===== config.mk =====
export PLATFORM = sky130hd
export DESIGN_NAME = sram_stream_reader
export DESIGN_NICKNAME = d
export VERILOG_FILES = /design/src/rtl/sram_stream_reader_pkg.sv /design/src/rtl/sram_rd_checker.sv /design/src/rtl/sram_stream_reader.sv
export SDC_FILE = /design/constraint.sdc
export NUM_CORES = 1
export LEC_CHECK = 0
export BUFFER_PORTS_ARGS = -buffer_cell sky130_fd_sc_hd__buf_4
export CAP_MARGIN = 0
export CORE_MARGIN = 4
export CORE_UTILIZATION = 55
export DETAILED_ROUTE_END_ITERATION = 8
export PLACE_DENSITY = 0.9
export SLEW_MARGIN = 20
export SYNTH_ARGS = -nofsm -noshare
export SYNTH_HDL_FRONTEND = slang
export SYNTH_SLANG_ARGS = --single-unit

===== constraint.sdc =====
create_clock -name clk -period 3.5 [get_ports clk]
set_input_delay 0.525 -clock clk [delete_from_list [all_inputs] [get_ports clk]]
set_output_delay 0.525 -clock clk [all_outputs]
set_load 0.1 [all_outputs]

===== src/rtl/sram_stream_reader_pkg.sv =====
`default_nettype none
// ============================================================================
// Module   : sram_stream_reader_pkg
// Purpose  : Shared types, widths and SRAM control constants for the
//            frame-buffer SRAM reader (and its writer counterpart).
// Revision : 1.0 - initial release
// ============================================================================
package sram_stream_reader_pkg;

    localparam int SRAM_ADDR_W = 20;
    localparam int SRAM_DATA_W = 16;

    // Active-low SRAM control levels for a read-only master
    localparam logic CE_ON       = 1'b0;
    localparam logic WE_READ     = 1'b1;
    localparam logic BYTE_EN_ALL = 1'b0;

    typedef enum logic [1:0] {
        IDLE = 2'd0,
        ADDR = 2'd1,
        WAIT = 2'd2,
        OUT  = 2'd3
    } rd_state_t;

    // Word the frame-buffer writer stores at each address
    function automatic logic [SRAM_DATA_W-1:0] test_pattern(input logic [SRAM_ADDR_W-1:0] addr);
        return {addr[9:2], 8'h00};
    endfunction

endpackage
`default_nettype wire


===== src/rtl/sram_rd_checker.sv =====
`default_nettype none
// ============================================================================
// Module   : sram_rd_checker
// Purpose  : Compares each captured SRAM word against the writer pattern and
//            keeps a sticky error flag plus a saturating mismatch count.
// Revision : 1.0 - initial release
// ============================================================================
module sram_rd_checker
    import sram_stream_reader_pkg::*;
#(
    parameter int ADDR_W = SRAM_ADDR_W,
    parameter int DATA_W = SRAM_DATA_W
) (
    input  logic              clk,
    input  logic              rst,
    input  logic              clr,
    input  logic              capture,
    input  logic [ADDR_W-1:0] addr,
    input  logic [DATA_W-1:0] data,
    output logic              err,
    output logic [15:0]       err_cnt
);

    logic [DATA_W-1:0] w_expect;
    logic              w_mismatch;
    logic              r_err;
    logic [15:0]       r_err_cnt;

    assign w_expect   = DATA_W'(test_pattern(SRAM_ADDR_W'(addr)));
    assign w_mismatch = capture && (data != w_expect);

    always_ff @(posedge clk or negedge rst) begin
        if (!rst) begin
            r_err     <= 1'b0;
            r_err_cnt <= 16'd0;
        end else if (clr) begin
            r_err     <= 1'b0;
            r_err_cnt <= 16'd0;
        end else if (w_mismatch) begin
            r_err <= 1'b1;
            if (r_err_cnt != 16'hFFFF) begin
                r_err_cnt <= r_err_cnt + 16'd1;
            end
        end
    end

    assign err     = r_err;
    assign err_cnt = r_err_cnt;

endmodule
`default_nettype wire


===== src/rtl/sram_stream_reader.sv =====
`default_nettype none
// ============================================================================
// Module   : sram_stream_reader
// Purpose  : Sweeps an inclusive SRAM address range (wrapping at the top of
//            memory) and streams each word out over valid/ready.
//            Optional build macro SRAM_RD_CHECK_EN adds pattern checking.
// Revision : 1.0 - initial release
// ============================================================================
module sram_stream_reader
    import sram_stream_reader_pkg::*;
#(
    parameter int ADDR_W   = SRAM_ADDR_W,
    parameter int DATA_W   = SRAM_DATA_W,
    parameter int WAIT_CYC = 1
) (
    input  logic              clk,
    input  logic              rst,
    input  logic              start,
    input  logic [ADDR_W-1:0] base_addr,
    input  logic [ADDR_W-1:0] last_addr,
    output logic              busy,
    output logic              done,
    output logic [ADDR_W-1:0] sram_addr,
    inout  wire  [DATA_W-1:0] sram_dq,
    output logic              ce_n,
    output logic              we_n,
    output logic              ub_n,
    output logic              lb_n,
    output logic              oe_n,
    output logic              m_valid,
    output logic [DATA_W-1:0] m_data,
    output logic              m_last,
    input  logic              m_ready
`ifdef SRAM_RD_CHECK_EN
    ,
    output logic              err,
    output logic [15:0]       err_cnt
`endif
);

    localparam logic [3:0] WAIT_INIT = 4'(WAIT_CYC - 1);

    rd_state_t         r_state;
    rd_state_t         w_state_nxt;

    logic [ADDR_W-1:0] r_addr,      w_addr_nxt;
    logic [ADDR_W-1:0] r_last_addr, w_last_addr_nxt;
    logic [3:0]        r_wait_cnt,  w_wait_cnt_nxt;
    logic              r_oe_n,      w_oe_n_nxt;
    logic              r_m_valid,   w_m_valid_nxt;
    logic [DATA_W-1:0] r_m_data,    w_m_data_nxt;
    logic              r_m_last,    w_m_last_nxt;
    logic              r_busy,      w_busy_nxt;
    logic              r_done,      w_done_nxt;
    logic              w_handshake;

    // The reader never drives the data bus
    assign sram_dq = {DATA_W{1'bz}};

    assign w_handshake = r_m_valid && m_ready;

    always_ff @(posedge clk or negedge rst) begin
        if (!rst) begin
            r_state <= IDLE;
        end else begin
            r_state <= w_state_nxt;
        end
    end

    always_comb begin
        w_state_nxt = r_state;
        case (r_state)
            IDLE: if (start) w_state_nxt = ADDR;
            ADDR: w_state_nxt = WAIT;
            WAIT: if (r_wait_cnt == 4'd0) w_state_nxt = OUT;
            OUT:  if (w_handshake) w_state_nxt = r_m_last ? IDLE : ADDR;
            default: w_state_nxt = IDLE;
        endcase
    end

    always_comb begin
        w_addr_nxt      = r_addr;
        w_last_addr_nxt = r_last_addr;
        w_wait_cnt_nxt  = r_wait_cnt;
        w_oe_n_nxt      = r_oe_n;
        w_m_valid_nxt   = r_m_valid;
        w_m_data_nxt    = r_m_data;
        w_m_last_nxt    = r_m_last;
        w_busy_nxt      = r_busy;
        w_done_nxt      = 1'b0;
        case (r_state)
            IDLE: begin
                if (start) begin
                    w_last_addr_nxt = last_addr;
                    w_addr_nxt      = base_addr;
                    w_oe_n_nxt      = 1'b0;
                    w_busy_nxt      = 1'b1;
                end
            end
            ADDR: begin
                w_wait_cnt_nxt = WAIT_INIT;
            end
            WAIT: begin
                if (r_wait_cnt == 4'd0) begin
                    w_m_data_nxt  = sram_dq;
                    w_m_valid_nxt = 1'b1;
                    w_m_last_nxt  = (r_addr == r_last_addr);
                    w_oe_n_nxt    = 1'b1;
                end else begin
                    w_wait_cnt_nxt = r_wait_cnt - 4'd1;
                end
            end
            OUT: begin
                if (w_handshake) begin
                    w_m_valid_nxt = 1'b0;
                    w_m_last_nxt  = 1'b0;
                    if (r_m_last) begin
                        w_busy_nxt = 1'b0;
                        w_done_nxt = 1'b1;
                    end else begin
                        // Natural modulo-2^ADDR_W wrap gives the top-to-zero rollover
                        w_addr_nxt = r_addr + ADDR_W'(1);
                        w_oe_n_nxt = 1'b0;
                    end
                end
            end
            default: ;
        endcase
    end

    always_ff @(posedge clk or negedge rst) begin
        if (!rst) begin
            r_addr      <= '0;
            r_last_addr <= '0;
            r_wait_cnt  <= 4'd0;
            r_oe_n      <= 1'b1;
            r_m_valid   <= 1'b0;
            r_m_data    <= '0;
            r_m_last    <= 1'b0;
            r_busy      <= 1'b0;
            r_done      <= 1'b0;
        end else begin
            r_addr      <= w_addr_nxt;
            r_last_addr <= w_last_addr_nxt;
            r_wait_cnt  <= w_wait_cnt_nxt;
            r_oe_n      <= w_oe_n_nxt;
            r_m_valid   <= w_m_valid_nxt;
            r_m_data    <= w_m_data_nxt;
            r_m_last    <= w_m_last_nxt;
            r_busy      <= w_busy_nxt;
            r_done      <= w_done_nxt;
        end
    end

    assign sram_addr = r_addr;
    assign oe_n      = r_oe_n;
    assign m_valid   = r_m_valid;
    assign m_data    = r_m_data;
    assign m_last    = r_m_last;
    assign busy      = r_busy;
    assign done      = r_done;
    assign ce_n      = CE_ON;
    assign we_n      = WE_READ;
    assign ub_n      = BYTE_EN_ALL;
    assign lb_n      = BYTE_EN_ALL;

`ifdef SRAM_RD_CHECK_EN
    logic w_accept;
    logic w_capture;

    assign w_accept  = (r_state == IDLE) && start;
    assign w_capture = (r_state == WAIT) && (r_wait_cnt == 4'd0);

    sram_rd_checker #(
        .ADDR_W (ADDR_W),
        .DATA_W (DATA_W)
    ) u_checker (
        .clk     (clk),
        .rst     (rst),
        .clr     (w_accept),
        .capture (w_capture),
        .addr    (r_addr),
        .data    (sram_dq),
        .err     (err),
        .err_cnt (err_cnt)
    );
`endif

endmodule
`default_nettype wire


==> results.sh <==
export IMPL_outcome="finished, final reports clean"
export IMPL_synth_edf_count=0
export IMPL_final_common_cell="buf_4"
export IMPL_wl_um=8039
export IMPL_whs_ps=240.7
export IMPL_synth_area_um2=3229
export IMPL_hold_path_class="in -> async"
export IMPL_gr_usage_met1_pct=28.10
export IMPL_synth_cells=337
export IMPL_tightest_slew_ps=891.9
export IMPL_hold_viol_final=0
export IMPL_drtPass1Iterations=5
export IMPL_fin_crit_sh_pct=70.62
export IMPL_setup_worst_path_class="reg -> reg"
export IMPL_seqCellArea_um2=1303
export IMPL_portBuffers=84
export IMPL_dieArea_um2=7161
export IMPL_clock_sinks=52
export IMPL_antennaDiodeCount=0
export IMPL_ys_seq_area_share_pct=40.33
export IMPL_globalplace_congestion=0.8916
export IMPL_grt_busiest_layer="met2"
export IMPL_final_cells=469
export IMPL_ctsHoldBuffers=0
export IMPL_met3_usage_pct=4.711
export IMPL_grt_ovfl_total=0
export IMPL_layout_common_cells="87 x buf_4, 51 x dfrtp_1, 31 x nand2_1"
export IMPL_dp_slack_ps=1115
export IMPL_fin_crit_ps=2472
export IMPL_tns_ps=0
export IMPL_grt_max_degree=53
export IMPL_slew_headroom_pct=39.99
export IMPL_fin_area_um2=3795
export IMPL_p_per_area_nw_per_um2=1049
export IMPL_cts_root_buf="clkbuf_8"
export IMPL_ys_types=53
export IMPL_core_area_um2=5608
export IMPL_setup_viol=0
export IMPL_ios=105
export IMPL_die_height_um=84.63
export IMPL_ys_flop_type="dfrtp_1"
export IMPL_antenna_left=0
export IMPL_clock_fmax_ghz=0.4046
export IMPL_ys_seq_elements=52
export IMPL_grt_use_met2_pct=36.80
export IMPL_yosysWarnings=0
export IMPL_r2r_slack_ps=1030
export IMPL_grtUsageTotal_pct=22.04
export IMPL_via_per_inst=6.028
export IMPL_crit_fanout=23
export IMPL_worstSetupStartpointType="flop"
export IMPL_skew_ps=14.95
export IMPL_grt_pass1_wl_um=12770
export IMPL_worst_ep_required_time_ps=3680
export IMPL_end_kind="flop"
export IMPL_dp_hpwl_um=5872
export IMPL_fp_row_count=27
export IMPL_drc=0
export IMPL_multiInputGateArea_um2=1622
export IMPL_async_flop_share_pct=100.0
export IMPL_layout_drive_gt1_share_pct=30.73
export IMPL_cts_buffers=5
export IMPL_die_x_um=84.63
export IMPL_antenna_found_initial=0
export IMPL_fillers=446
export IMPL_max_cap_viol_count=0
export IMPL_ctsHtreeMaxLevel=2
export IMPL_cts_tree="built"
export IMPL_first_iter_violations=251
export IMPL_cts_setup_buffers=0
export IMPL_fin_ws_ps=1028
export IMPL_start_util_pct=57.59
export IMPL_clk_latency_ps=310
export IMPL_syn_to_final_growth_pct=17.51
export IMPL_p_leak_nw=1.731
export IMPL_dp_cells=461
export IMPL_nNetsFinal=446
export IMPL_cts_resized=0
export IMPL_grt_pass1_vias=2586
export IMPL_dr_total_vias=2827
export IMPL_rsz0062_at_grt="false"
export IMPL_drt_wirelength_per_cell_um=17.14
export IMPL_cts_clk_slew_worst_paths_ps=100
export IMPL_syn_area_per_cell_um2=9.583
export IMPL_crit_arrival_ps=2650
export IMPL_peakVddDrop_v=0.0007048
export IMPL_placed_area_um2=3705
export IMPL_slew_viol_final=0
export IMPL_clk_path_buf_depth=2
## per-stage QoR
stage	utilization (%)	total power, mW
6_report	67.67	3.981
5_1_grt	67.67	4.199
4_1_cts	67.67	3.967
3_5_place_dp	66.06	3.608
3_3_place_gp	66.06	3.543
2_1_floorplan	-	3.105
## area by class of cell
type                       count  area share, %
sequential                    52          34.32
inverter                      10         0.9891
tap                           72          2.374
timing repair buffer          87          17.21
multi-input combinational    240          42.73
clock buffer                   8          2.374
## flip-flops by register name (all words and copies together) (netlist names), 2 cells and up
| register | flops |
|---|---|
| r_last_addr | 20 |
| sram_addr | 20 |
| r_wait_cnt | 4 |
| r_state | 2 |
## kinds of logic after synthesis
logic type	count (synthesis)	synth area share, %
flops	52	40.33
xor+xnor	21	5.696
other cells	2	0.2326
simple gates	109	18.56
mux	23	7.943
fa+ha+maj	6	2.325
buf+inv	63	11.70
compound gates	61	13.21
## path summary, 6_finish.rpt
| check | end | cells after the start | startpoint |
|---|---|---|---|
| setup / recovery | sram_addr[16] | 5 | r_state[0] |
| min in group clk | sram_addr[8] | 3 | base_addr[8] |
| max in group asynchronous | sram_addr[15] | 1 | rst |
| hold reg to reg | r_wait_cnt[1] | 1 | r_wait_cnt[1] |
| setup reg to reg | sram_addr[16] | 5 | r_state[0] |
| hold / removal | busy | 1 | rst |
## critical path, cell delays in order, from the launching register on
cell and delay (ps):
dfrtp_1 430, ha_1 660, inv_1 430, nor4b_1 490
and4_1 270, nor3_1 60
## report_power, final
group          internal (mW)  leakage (nW)  switching (mW)
Clock                  0.162        0.0455           0.197
Sequential             0.857         0.621           0.372
Combinational          0.751          1.06            1.64
Total                   1.77          1.73            2.21
## cell usage after synthesis (all sizes together), types with 2 or more instances
library cell  instances  area share (%)
a211oi                2            0.46
a21boi                2            0.46
a21o                  3            0.70
a21oi                 8             1.2
a22o                  2            0.54
a22oi                 4            0.93
a2bb2oi               4             1.1
a311oi                5             1.4
and2                  4            0.78
and3                  6             1.2
and4                  2            0.58
buf                  42             9.2
clkbuf               11             1.3
conb                  2            0.23
dfrtp                51              40
ha                    6             2.3
inv                  10             1.2
mux2                 21             7.3
mux2i                 2            0.62
nand2                31             3.6
nand3                12             2.0
nand4                11             2.3
nand4b                4             1.1
nor2                 10             1.2
nor2b                 3            0.58
nor3                  6            0.93
nor3b                 3            0.70
nor4                 12             2.3
o211ai                2            0.46
o21ai                11             1.7
o22ai                 9             1.7
o311ai                2            0.54
xnor2                19             5.2
xor2                  2            0.54
## layer usage
| layer | part of all wire [%] | vias up | wire length (um) |
|---|---|---|---|
| met5 | 0 | - | 0 |
| met4 | 2.7 | 0 | 216 |
| met3 | 8.9 | 26 | 719 |
| met2 | 50 | 168 | 3991 |
| met1 | 39 | 1356 | 3112 |
| li1 | - | 1277 | - |
Note: power is estimated with default switching activity, not from simulation.
